--- config.mk ---
export PLATFORM = sky130hd
export DESIGN_NAME = avalon_sdram_bridge_flat
export DESIGN_NICKNAME = d
export VERILOG_FILES = /design/src/rtl/avalon_sdram_bridge_if.sv /design/src/rtl/avalon_sdram_bridge.sv /design/src/flat_wrapper.sv
export SDC_FILE = /design/constraint.sdc
export NUM_CORES = 1
export LEC_CHECK = 0
export CORE_ASPECT_RATIO = 1.75
export CORE_MARGIN = 2
export CORE_UTILIZATION = 58
export DETAILED_ROUTE_END_ITERATION = 6
export HOLD_SLACK_MARGIN = 0.12
export PLACE_DENSITY = 0.85
export SYNTH_ARGS = -nofsm -noshare
export SYNTH_HDL_FRONTEND = slang
export SYNTH_SLANG_ARGS = --single-unit
--- constraint.sdc ---
create_clock -name CLK -period 7.24 [get_ports CLK]
set_input_delay 0.724 -clock CLK [delete_from_list [all_inputs] [get_ports CLK]]
set_output_delay 0.724 -clock CLK [all_outputs]
set_load 0.02 [all_outputs]
--- src/rtl/avalon_sdram_bridge_if.sv ---
// avalon_sdram_bridge_if: Avalon-MM slave side and SDRAM controller request side of the bridge.
interface avalon_sdram_bridge_if #(
    parameter int ASIZE = 22,
    parameter int DSIZE = 16
);
    logic [ASIZE-1:0]   AV_ADDRESS;
    logic               AV_READ;
    logic               AV_WRITE;
    logic [DSIZE-1:0]   AV_WRITEDATA;
    logic [DSIZE/8-1:0] AV_BYTEENABLE;
    logic [7:0]         AV_BURSTCOUNT;
    logic               AV_WAITREQUEST;
    logic [DSIZE-1:0]   AV_READDATA;
    logic               AV_READDATAVALID;
    logic [ASIZE-1:0]   ADDR;
    logic               WR;
    logic               RD;
    logic [7:0]         LENGTH;
    logic [DSIZE-1:0]   DATAIN;
    logic [DSIZE/8-1:0] DM;
    logic               IN_REQ;
    logic               OUT_VALID;
    logic [DSIZE-1:0]   DATAOUT;
    logic               DONE;
    logic               ERR;
    modport slave (
        input  AV_ADDRESS, AV_READ, AV_WRITE, AV_WRITEDATA, AV_BYTEENABLE, AV_BURSTCOUNT,
               IN_REQ, OUT_VALID, DATAOUT, DONE,
        output AV_WAITREQUEST, AV_READDATA, AV_READDATAVALID,
               ADDR, WR, RD, LENGTH, DATAIN, DM, ERR
    );
    modport master (
        output AV_ADDRESS, AV_READ, AV_WRITE, AV_WRITEDATA, AV_BYTEENABLE, AV_BURSTCOUNT,
               IN_REQ, OUT_VALID, DATAOUT, DONE,
        input  AV_WAITREQUEST, AV_READDATA, AV_READDATAVALID,
               ADDR, WR, RD, LENGTH, DATAIN, DM, ERR
    );
endinterface

--- src/rtl/avalon_sdram_bridge.sv ---
// avalon_sdram_bridge: buffers Avalon write bursts and forwards read bursts to a level-handshake SDRAM controller.
module avalon_sdram_bridge #(
    parameter int ASIZE     = 22,
    parameter int DSIZE     = 16,
    parameter int MAX_BURST = 8,
    parameter int TIMEOUT   = 1023
) (
    input logic CLK,
    input logic RESET_N,
    avalon_sdram_bridge_if.slave bus
);
    localparam int MW = DSIZE / 8;
    localparam int PW = (MAX_BURST > 1) ? $clog2(MAX_BURST) : 1;
    localparam int TW = $clog2(TIMEOUT + 1);

    typedef enum logic [2:0] {IDLE, WCOLLECT, WISSUE, RISSUE, RDATA, RELEASE} state_t;

    state_t              state;
    logic [DSIZE+MW-1:0] slots [MAX_BURST];
    logic [7:0]          cnt, len, n_eff;
    logic [PW-1:0]       ptr, wslot;
    logic [TW-1:0]       wd;
    logic                timeout;

    assign n_eff = bus.AV_BURSTCOUNT == 8'd0 ? 8'd1 :
                   bus.AV_BURSTCOUNT > 8'(MAX_BURST) ? 8'(MAX_BURST) : bus.AV_BURSTCOUNT;
    // Read pointer saturates on the last slot; beats past the burst are masked off.
    assign ptr     = cnt >= len ? PW'(len - 8'd1) : PW'(cnt);
    assign wslot   = state == IDLE ? '0 : PW'(cnt);
    assign timeout = wd == TW'(TIMEOUT - 1);

    assign bus.DATAIN         = state == WISSUE ? slots[ptr][DSIZE+MW-1:MW] : '0;
    assign bus.DM             = state == WISSUE && cnt < len ? slots[ptr][MW-1:0] : '1;
    assign bus.AV_WAITREQUEST = !RESET_N || !(state == IDLE || state == WCOLLECT);

    always_ff @(posedge CLK)
        if (RESET_N && (state == IDLE || state == WCOLLECT) && bus.AV_WRITE)
            slots[wslot] <= {bus.AV_WRITEDATA, ~bus.AV_BYTEENABLE};

    always_ff @(posedge CLK) begin
        if (!RESET_N) begin
            state                <= IDLE;
            bus.WR               <= 1'b0;
            bus.RD               <= 1'b0;
            bus.ADDR             <= '0;
            bus.LENGTH           <= '0;
            bus.AV_READDATA      <= '0;
            bus.AV_READDATAVALID <= 1'b0;
            bus.ERR              <= 1'b0;
            cnt                  <= '0;
            len                  <= '0;
            wd                   <= '0;
        end else begin
            bus.AV_READDATAVALID <= 1'b0;
            case (state)
                IDLE: begin
                    if (bus.AV_WRITE) begin
                        bus.ADDR   <= bus.AV_ADDRESS;
                        bus.LENGTH <= n_eff;
                        len        <= n_eff;
                        cnt        <= n_eff == 8'd1 ? 8'd0 : 8'd1;
                        wd         <= '0;
                        bus.WR     <= n_eff == 8'd1;
                        state      <= n_eff == 8'd1 ? WISSUE : WCOLLECT;
                    end else if (bus.AV_READ) begin
                        bus.ADDR   <= bus.AV_ADDRESS;
                        bus.LENGTH <= n_eff;
                        len        <= n_eff;
                        cnt        <= '0;
                        wd         <= '0;
                        bus.RD     <= 1'b1;
                        state      <= RISSUE;
                    end
                end
                WCOLLECT: begin
                    if (bus.AV_WRITE) begin
                        cnt <= cnt == len - 8'd1 ? 8'd0 : cnt + 8'd1;
                        if (cnt == len - 8'd1) begin
                            wd     <= '0;
                            bus.WR <= 1'b1;
                            state  <= WISSUE;
                        end
                    end
                end
                WISSUE: begin
                    if (bus.DONE && cnt >= len) begin
                        bus.WR <= 1'b0;
                        state  <= RELEASE;
                    end else if (timeout) begin
                        bus.ERR <= 1'b1;
                        bus.WR  <= 1'b0;
                        state   <= RELEASE;
                    end else begin
                        wd <= wd + TW'(1);
                        if (bus.IN_REQ && cnt < len)
                            cnt <= cnt + 8'd1;
                    end
                end
                RISSUE: begin
                    wd    <= wd + TW'(1);
                    state <= RDATA;
                end
                RDATA: begin
                    if (bus.OUT_VALID && cnt < len) begin
                        bus.AV_READDATA      <= bus.DATAOUT;
                        bus.AV_READDATAVALID <= 1'b1;
                        cnt                  <= cnt + 8'd1;
                    end
                    if (bus.DONE && cnt >= len) begin
                        bus.RD <= 1'b0;
                        state  <= RELEASE;
                    end else if (timeout) begin
                        bus.ERR <= 1'b1;
                        bus.RD  <= 1'b0;
                        state   <= RELEASE;
                    end else
                        wd <= wd + TW'(1);
                end
                RELEASE: if (!bus.DONE) state <= IDLE;
                default: state <= IDLE;
            endcase
        end
    end
endmodule

--- src/flat_wrapper.sv ---
// flat-port wrapper written by rule: the top's interface ports become plain ports
module avalon_sdram_bridge_flat 
#(
    parameter int ASIZE     = 22,
    parameter int DSIZE     = 16,
    parameter int MAX_BURST = 8,
    parameter int TIMEOUT   = 1023
)
  (CLK, RESET_N, bus_AV_ADDRESS, bus_AV_READ, bus_AV_WRITE, bus_AV_WRITEDATA, bus_AV_BYTEENABLE, bus_AV_BURSTCOUNT, bus_IN_REQ, bus_OUT_VALID, bus_DATAOUT, bus_DONE, bus_AV_WAITREQUEST, bus_AV_READDATA, bus_AV_READDATAVALID, bus_ADDR, bus_WR, bus_RD, bus_LENGTH, bus_DATAIN, bus_DM, bus_ERR);
  avalon_sdram_bridge_if #(.ASIZE(ASIZE), .DSIZE(DSIZE)) bus_i ();
  input logic CLK;
  input logic RESET_N;
  input wire logic [$bits(bus_i.AV_ADDRESS)-1:0] bus_AV_ADDRESS;
  input wire logic [$bits(bus_i.AV_READ)-1:0] bus_AV_READ;
  input wire logic [$bits(bus_i.AV_WRITE)-1:0] bus_AV_WRITE;
  input wire logic [$bits(bus_i.AV_WRITEDATA)-1:0] bus_AV_WRITEDATA;
  input wire logic [$bits(bus_i.AV_BYTEENABLE)-1:0] bus_AV_BYTEENABLE;
  input wire logic [$bits(bus_i.AV_BURSTCOUNT)-1:0] bus_AV_BURSTCOUNT;
  input wire logic [$bits(bus_i.IN_REQ)-1:0] bus_IN_REQ;
  input wire logic [$bits(bus_i.OUT_VALID)-1:0] bus_OUT_VALID;
  input wire logic [$bits(bus_i.DATAOUT)-1:0] bus_DATAOUT;
  input wire logic [$bits(bus_i.DONE)-1:0] bus_DONE;
  output wire logic [$bits(bus_i.AV_WAITREQUEST)-1:0] bus_AV_WAITREQUEST;
  output wire logic [$bits(bus_i.AV_READDATA)-1:0] bus_AV_READDATA;
  output wire logic [$bits(bus_i.AV_READDATAVALID)-1:0] bus_AV_READDATAVALID;
  output wire logic [$bits(bus_i.ADDR)-1:0] bus_ADDR;
  output wire logic [$bits(bus_i.WR)-1:0] bus_WR;
  output wire logic [$bits(bus_i.RD)-1:0] bus_RD;
  output wire logic [$bits(bus_i.LENGTH)-1:0] bus_LENGTH;
  output wire logic [$bits(bus_i.DATAIN)-1:0] bus_DATAIN;
  output wire logic [$bits(bus_i.DM)-1:0] bus_DM;
  output wire logic [$bits(bus_i.ERR)-1:0] bus_ERR;
  assign bus_i.AV_ADDRESS = bus_AV_ADDRESS;
  assign bus_i.AV_READ = bus_AV_READ;
  assign bus_i.AV_WRITE = bus_AV_WRITE;
  assign bus_i.AV_WRITEDATA = bus_AV_WRITEDATA;
  assign bus_i.AV_BYTEENABLE = bus_AV_BYTEENABLE;
  assign bus_i.AV_BURSTCOUNT = bus_AV_BURSTCOUNT;
  assign bus_i.IN_REQ = bus_IN_REQ;
  assign bus_i.OUT_VALID = bus_OUT_VALID;
  assign bus_i.DATAOUT = bus_DATAOUT;
  assign bus_i.DONE = bus_DONE;
  assign bus_AV_WAITREQUEST = bus_i.AV_WAITREQUEST;
  assign bus_AV_READDATA = bus_i.AV_READDATA;
  assign bus_AV_READDATAVALID = bus_i.AV_READDATAVALID;
  assign bus_ADDR = bus_i.ADDR;
  assign bus_WR = bus_i.WR;
  assign bus_RD = bus_i.RD;
  assign bus_LENGTH = bus_i.LENGTH;
  assign bus_DATAIN = bus_i.DATAIN;
  assign bus_DM = bus_i.DM;
  assign bus_ERR = bus_i.ERR;
  avalon_sdram_bridge #(.ASIZE(ASIZE), .DSIZE(DSIZE), .MAX_BURST(MAX_BURST), .TIMEOUT(TIMEOUT)) u_core (.CLK(CLK), .RESET_N(RESET_N), .bus(bus_i));
endmodule
==> metrics.txt, run 1 <==
Sink Count 215; total die area 16900 um^2; initial drt markers 308; final worst-path cycle share 79.1%; Reg power frac 38.8%; CP Launch Type flop; delay-heaviest family, CP compound AO/OA/AOI/OAI gates; clk buf depth 3; hold_buf cts 0; Clock transition at path regs 0.07 ns; final setup vio count 0; Synth Cell Area 9180 um^2; DRC viols 0; PortBufs 139; clock share of power roughly a quarter; CP Launch Point u_core.cnt[0]; Yosys top cell by area edfxtp_1; CP cell instances inv_1, ha_1, nand2b_1, a221oi_1, o21bai_2, mux2i_2, nand3_1, o221ai_1, clkdlybuf4s50_1; Routed Antenna Nets 0; Worst Path Buf+Inv 2; Crit Path Max Fanout 16; reg2reg setup slack just over 4 ns; main flop type after synthesis edfxtp_1; clock latency on the worst-skew pair 0.49 ns; status finished clean; endpoints failing hold 0; Via-to-Cell Ratio 6.03; syn avg cell area 13.6 um^2; NetSw around 1.2 mW; CP max stage cell mux2i_2; fmax roughly 170 MHz; Worst Tran Pin Value 1.10 ns; Yosys warnings 0; reg-to-reg endpoint u_core.cnt[7]; layout cells sized above 1 roughly a tenth; sequential-to-total area share from yosys stat 62.6%; combinational group share of total power 35.0%; I/O Pins 140; RSZ-0062 raised after global routing false; first-pass GRT wire length 33000 um; Starting Density 59.4%; nets@finish 901; crit end category output port; vias in the first global route 6365; area grow syn2layout 23.5%; Slew Limit Fails 0; CTS resizes 0; Synth area leaders edfxtp_1 (47%), dfxtp_1 (15%), mux2i_1 (5.9%); Vias 6128; TritonRoute pass-1 iters 7; max-cap viol count 0; CTS buffer count 19; Mapped Nets 760; grt ovf 0; Peak VDD IR 0.000285 V; TNS Setup 0 ns; initial antenna violation count 0; P_int ~2.5 mW; reg-to-reg critical path startpoint u_core.cnt[0]; Critical Path RT approximately 6.5 ns; critical path depth in cells 9; Tmin final 5.73 ns; synth unique cells 60; Leakage 4.00 nW; Clock Skew approximately 0.018 ns; Slew HR 26.9%; critical path class reg -> out; asr flop ratio synth 0%; EDFF count, synth around 140; total wire length 21100 um; Final Total Pwr around 3.8 mW; synthesized flop and latch total ~220; Rows 60; HPWL after DPL roughly 14000 um; root buffer cell clkbuf_16; sw frac between 30% and 40%; r2r worst-path depth 9; pwr/cell area around 330 nW/um^2; Commonest cells post-synth edfxtp_1 (144), nand2_1 (85), dfxtp_1 (71); chip height 170 um; crit path DAT 5.00 ns; H-tree depth 1; Core Box Area 15500 um^2; All-Layer GR Usage 24.9%; post-synth top area share 47.1%; CTS tree built; Hold Path Class reg -> reg; Post-CTS Setup Repair Bufs 0; cells after synthesis 677; most numerous cell in the Yosys netlist edfxtp_1; Wirelength per Cell 20.8 um; Crit path largest cell delay 0.83 ns; antenna cells 0; CP endpoint bus_DATAIN[4]; largest net degree at the start of global routing 70; Die Width between 90 and 100 um; Final GP Congestion 0.839
==> area by class of cell <==
type / instances / area, um^2
sequential: 215 / 5750
clock inverter: 11 / 118
clock buffer: 22 / 487
inverter: 22 / 82.6
timing repair buffer: 150 / 1470
fill: 989 / 4120
multi-input combinational: 410 / 3210
tap: 186 / 233
==> cell usage in the layout (no fill, tap or decap), types with 5 or more instances in the layout <==
cell             count
nor3_1               7
mux4_2              14
mux2i_1             53
nor2b_1             23
clkdlybuf4s50_1    138
mux4_1               6
and3_1               9
edfxtp_1           144
xor2_1               5
o21ai_0             15
a21boi_0            24
inv_1               22
nand4_1              9
dfxtp_1             71
nand3_1              6
a21oi_1             10
o221ai_1            16
clkbuf_16           19
nor2_1              31
nor3b_1              7
xnor2_1              9
o221a_2              8
nand2_1             85
buf_4               11
ha_1                12
==> power groups by stage <==
| stage | clock [mW] | sequential (mW) | combinational [mW] |
|---|---|---|---|
| after floorplan | 0 | 1.51 | 0.906 |
| after global placement | 0 | 1.48 | 1.27 |
| after detailed placement | 0 | 1.48 | 1.31 |
| after CTS | 1.01 | 1.46 | 1.32 |
| after global routing | 1.04 | 1.47 | 1.41 |
| final | 0.984 | 1.46 | 1.32 |
==> cells by family (layout without fill, tap and decap cells) <==
logic type / Yosys count / count (layout) / share of synthesized area (%)
DFF: 215 / 215 / 62.6
and+or+nand+nor: 196 / 196 / 10.2
AOI/OAI and AO/OA: 111 / 111 / 10.1
muxes: 77 / 77 / 11.4
buffers and inverters: 52 / 205 / 2.72
xor gates and xnor gates: 14 / 14 / 1.34
adders and majority gates: 12 / 12 / 1.63
==> tightest hold or removal path: cells and delay by family, from the launching register on <==
| family | cells | cell delay [ns] |
|---|---|---|
| AOI/OAI and AO/OA | 1 | 0.06 |
| and+or+nand+nor | 1 | 0.05 |
| DFF | 1 | 0.31 |
==> sequential cells by signal (all words and copies together), names as in the netlist <==
register and flops:
u_core.bus.ADDR 22, u_core.bus.AV_READDATA 16, u_core.bus.AV_READDATAVALID 1, u_core.bus.ERR 1, u_core.bus.LENGTH 8, u_core.bus.RD 1, u_core.bus.WR 1, u_core.cnt 8
u_core.slots 144, u_core.state 3, u_core.wd 10
==> metal layers <==
layer  vias up  track usage [%]  routed length, um
li1       2830                -                  -
met1      2977             28.1               7690
met2       272             46.6              11400
met3        49             3.90               1420
met4         0             9.41                602
met5         -                0                  0
==> per-stage QoR <==
| step | hold WS (ns) | std cells | cell area (um^2) | setup slack, ns | util, % |
|---|---|---|---|---|---|
| finish | 0.469 | 1016 | 11300 | 1.51 | 73.3 |
| detailed placement | 0.462 | 983 | 10700 | 2.09 | 69.4 |
| global route | 0.493 | 1016 | 11300 | 1.19 | 73.3 |
| CTS | 0.470 | 1016 | 11300 | 1.49 | 73.3 |
| global placement | 0.453 | 983 | 10700 | 2.21 | 69.4 |
| floorplan | 0.469 | 677 | 9180 | 3.39 | - |
==> how the worst min path moves through the flow <==
stage                                    from             endpoint  slack (ns)  depth (start not counted)
after floorplan                  u_core.wd[0]         u_core.wd[0]        0.47                          2
after global placement    u_core.bus.ADDR[11]  u_core.bus.ADDR[11]        0.45                          2
after detailed placement   u_core.bus.ADDR[6]   u_core.bus.ADDR[6]        0.46                          2
after CTS                  u_core.bus.ADDR[6]   u_core.bus.ADDR[6]        0.47                          2
after global routing      u_core.bus.ADDR[21]  u_core.bus.ADDR[21]        0.49                          2
final                      u_core.bus.ADDR[6]   u_core.bus.ADDR[6]        0.47                          2
(Power assumes the default switching activity.)
==> inputs of run 2 (changes only) <==
--- a/config.mk
+++ b/config.mk
@@ -7,10 +7,10 @@
 export LEC_CHECK = 0
 export CORE_ASPECT_RATIO = 1.75
 export CORE_MARGIN = 2
-export CORE_UTILIZATION = 58
+export CORE_UTILIZATION = 49
 export DETAILED_ROUTE_END_ITERATION = 6
 export HOLD_SLACK_MARGIN = 0.12
-export PLACE_DENSITY = 0.85
+export PLACE_DENSITY = 0.76
 export SYNTH_ARGS = -nofsm -noshare
 export SYNTH_HDL_FRONTEND = slang
 export SYNTH_SLANG_ARGS = --single-unit
==> constraint.sdc (replaced) <==
create_clock -name CLK -period 5.2 [get_ports CLK]
set_input_delay 0.52 -clock CLK [delete_from_list [all_inputs] [get_ports CLK]]
set_output_delay 0.52 -clock CLK [all_outputs]
set_load 0.02 [all_outputs]
==> run 2 against run 1 <==
  * Final area is 1.6% higher
  * Critical path depth is 1 higher
  * Clock power is 52% higher
  * Routed wire length is 2.0% lower
  * Die area is 18% higher
  * Global-route usage is 4.3 points lower
  * Clock-buffer cell count stayed put
  * Sequential power is 39% higher
  * Highest routed layer unchanged
==> metrics.txt, run 2 (synthesis results as in run 1) <==
Crit Path Max Fanout 20; Sink Count 215; most flop-heavy register u_core.slots; clock share of power approximately 28%; NetSw 1.74 mW; Clock transition at path regs ~0.070 ns; met3 GRT Util 3.03%; P_int 3.62 mW; CP Launch Type flop; TritonRoute pass-1 iters 4; Final Total Pwr 5.36 mW; total die area 19900 um^2; Vias 6047; HPWL after DPL 13800 um; Post-CTS Setup Repair Bufs 0; Final GP Congestion 0.893; crit end category output port; largest net degree at the start of global routing 58; combinational group share of total power around a third; CTS tree built; fmax 210 MHz; sw frac between 30% and 40%; hold_buf cts 0; Via-to-Cell Ratio 5.63; clock latency on the worst-skew pair 0.51 ns; met1 global-route usage between 20% and 30%; Worst Tran Pin Value 1.10 ns; area grow syn2layout 25.5%; Rows 66; commonest non-fill, non-tap cells in the layout edfxtp_1 (144), clkdlybuf4s50_1 (138), nand2_1 (85), dfxtp_1 (71), mux2i_1 (53); DRC viols 0; H-tree depth 1; r2r worst-path depth 8; post-layout util 62.3%; Hold Path Class in -> reg; commonest non-fill, non-tap cell in the layout edfxtp_1; Tmin final 4.75 ns; GR peak layer met2; clk buf depth 3; antenna cells 0; All-Layer GR Usage 20.6%; RSZ-0062 raised after global routing false; Starting Density between 40% and 50%; vias in the first global route 6281; Reg power frac 37.9%; Slew HR 26.3%; CTS buffer count 20; nets@finish 905; Wirelength per Cell 19.2 um; Largest regs u_core.slots x144, u_core.bus.ADDR x22, u_core.bus.AV_READDATA x16; first-pass GRT wire length 31900 um; initial antenna violation count 0; critical path class reg -> out; total wire length 20700 um; chip height 185 um; pwr/cell area 465 nW/um^2; root buffer cell clkbuf_16; crit path DAT 4.23 ns; PortBufs 139; Peak VDD IR 0.000375 V; Core Box Area 18500 um^2; TNS Setup 0 ns; final setup vio count 0; Hold Path Cell Cnt 2; Largest register FFs 144; Leakage about 4.1 nW; status finished clean; CTS resizes 0; endpoints failing hold 0; initial drt markers a little over 300; Routed Antenna Nets 0; max-cap viol count 0; final worst-path cycle share 91.4%; Die Width 107 um; Slew Limit Fails 0; met2 usage roughly two fifths; layout cells sized above 1 10.3%; grt ovf 0; I/O Pins 140; Clock Skew about 0.012 ns; Critical Path RT 4.68 ns
[run 2: critical path, cell delays in order (launching register included)]
cell and delay, ns:
dfxtp_1 0.61, ha_1 0.34, a21o_1 0.19, a221oi_1 0.35
o21bai_2 0.22, mux2i_2 0.26, buf_4 0.36, mux4_1 0.62
mux2i_1 0.14, nand2_1 0.08, clkdlybuf4s50_1 0.56
[run 2: power groups by stage]
stage          Sequential (mW)  Clock [mW]  Combinational (mW)
6_report                  2.03        1.50                1.83
4_1_cts                   2.03        1.53                1.85
3_5_place_dp              2.07           0                1.83
2_1_floorplan             2.11           0                1.26
3_3_place_gp              2.06           0                1.78
5_1_grt                   2.05        1.60                1.98
[run 2: metal layers]
layer | wire length (um) | vias up
li1 | - | 2840
met1 | 7660 | 2925
met2 | 11000 | 237
met3 | 1380 | 45
met4 | 634 | 0
met5 | 0 | -
[run 2: area by class of cell]
cell class / count / area (um^2)
Inverter: 22 / 82.6
Clock buffer: 22 / 508
Timing Repair Buffer: 153 / 1500
Tap cell: 238 / 298
Fill cell: 1391 / 6980
Clock inverter: 14 / 179
Sequential cell: 215 / 5750
Multi-Input combinational cell: 410 / 3210
[run 2: through the flow]
stage               worst slack [ns]  hold WS, ns  cell area (um^2)  cells
CTS                            0.452        0.377             11500   1074
floorplan                       1.56        0.469              9180    677
detailed placement             0.976        0.458             10800   1038
global placement                1.09        0.453             10800   1038
global route                   0.147        0.391             11500   1074
finish                         0.445        0.393             11500   1074
[run 2: worst paths after layout]
path	start	to	slack [ns]
setup reg to reg	u_core.cnt[2]	u_core.cnt[4]	2.00
hold / removal	RESET_N	u_core.bus.ERR	0.39
hold reg to reg	u_core.bus.ADDR[4]	u_core.bus.ADDR[4]	0.46
setup / recovery	u_core.cnt[2]	bus_DM[1]	0.45
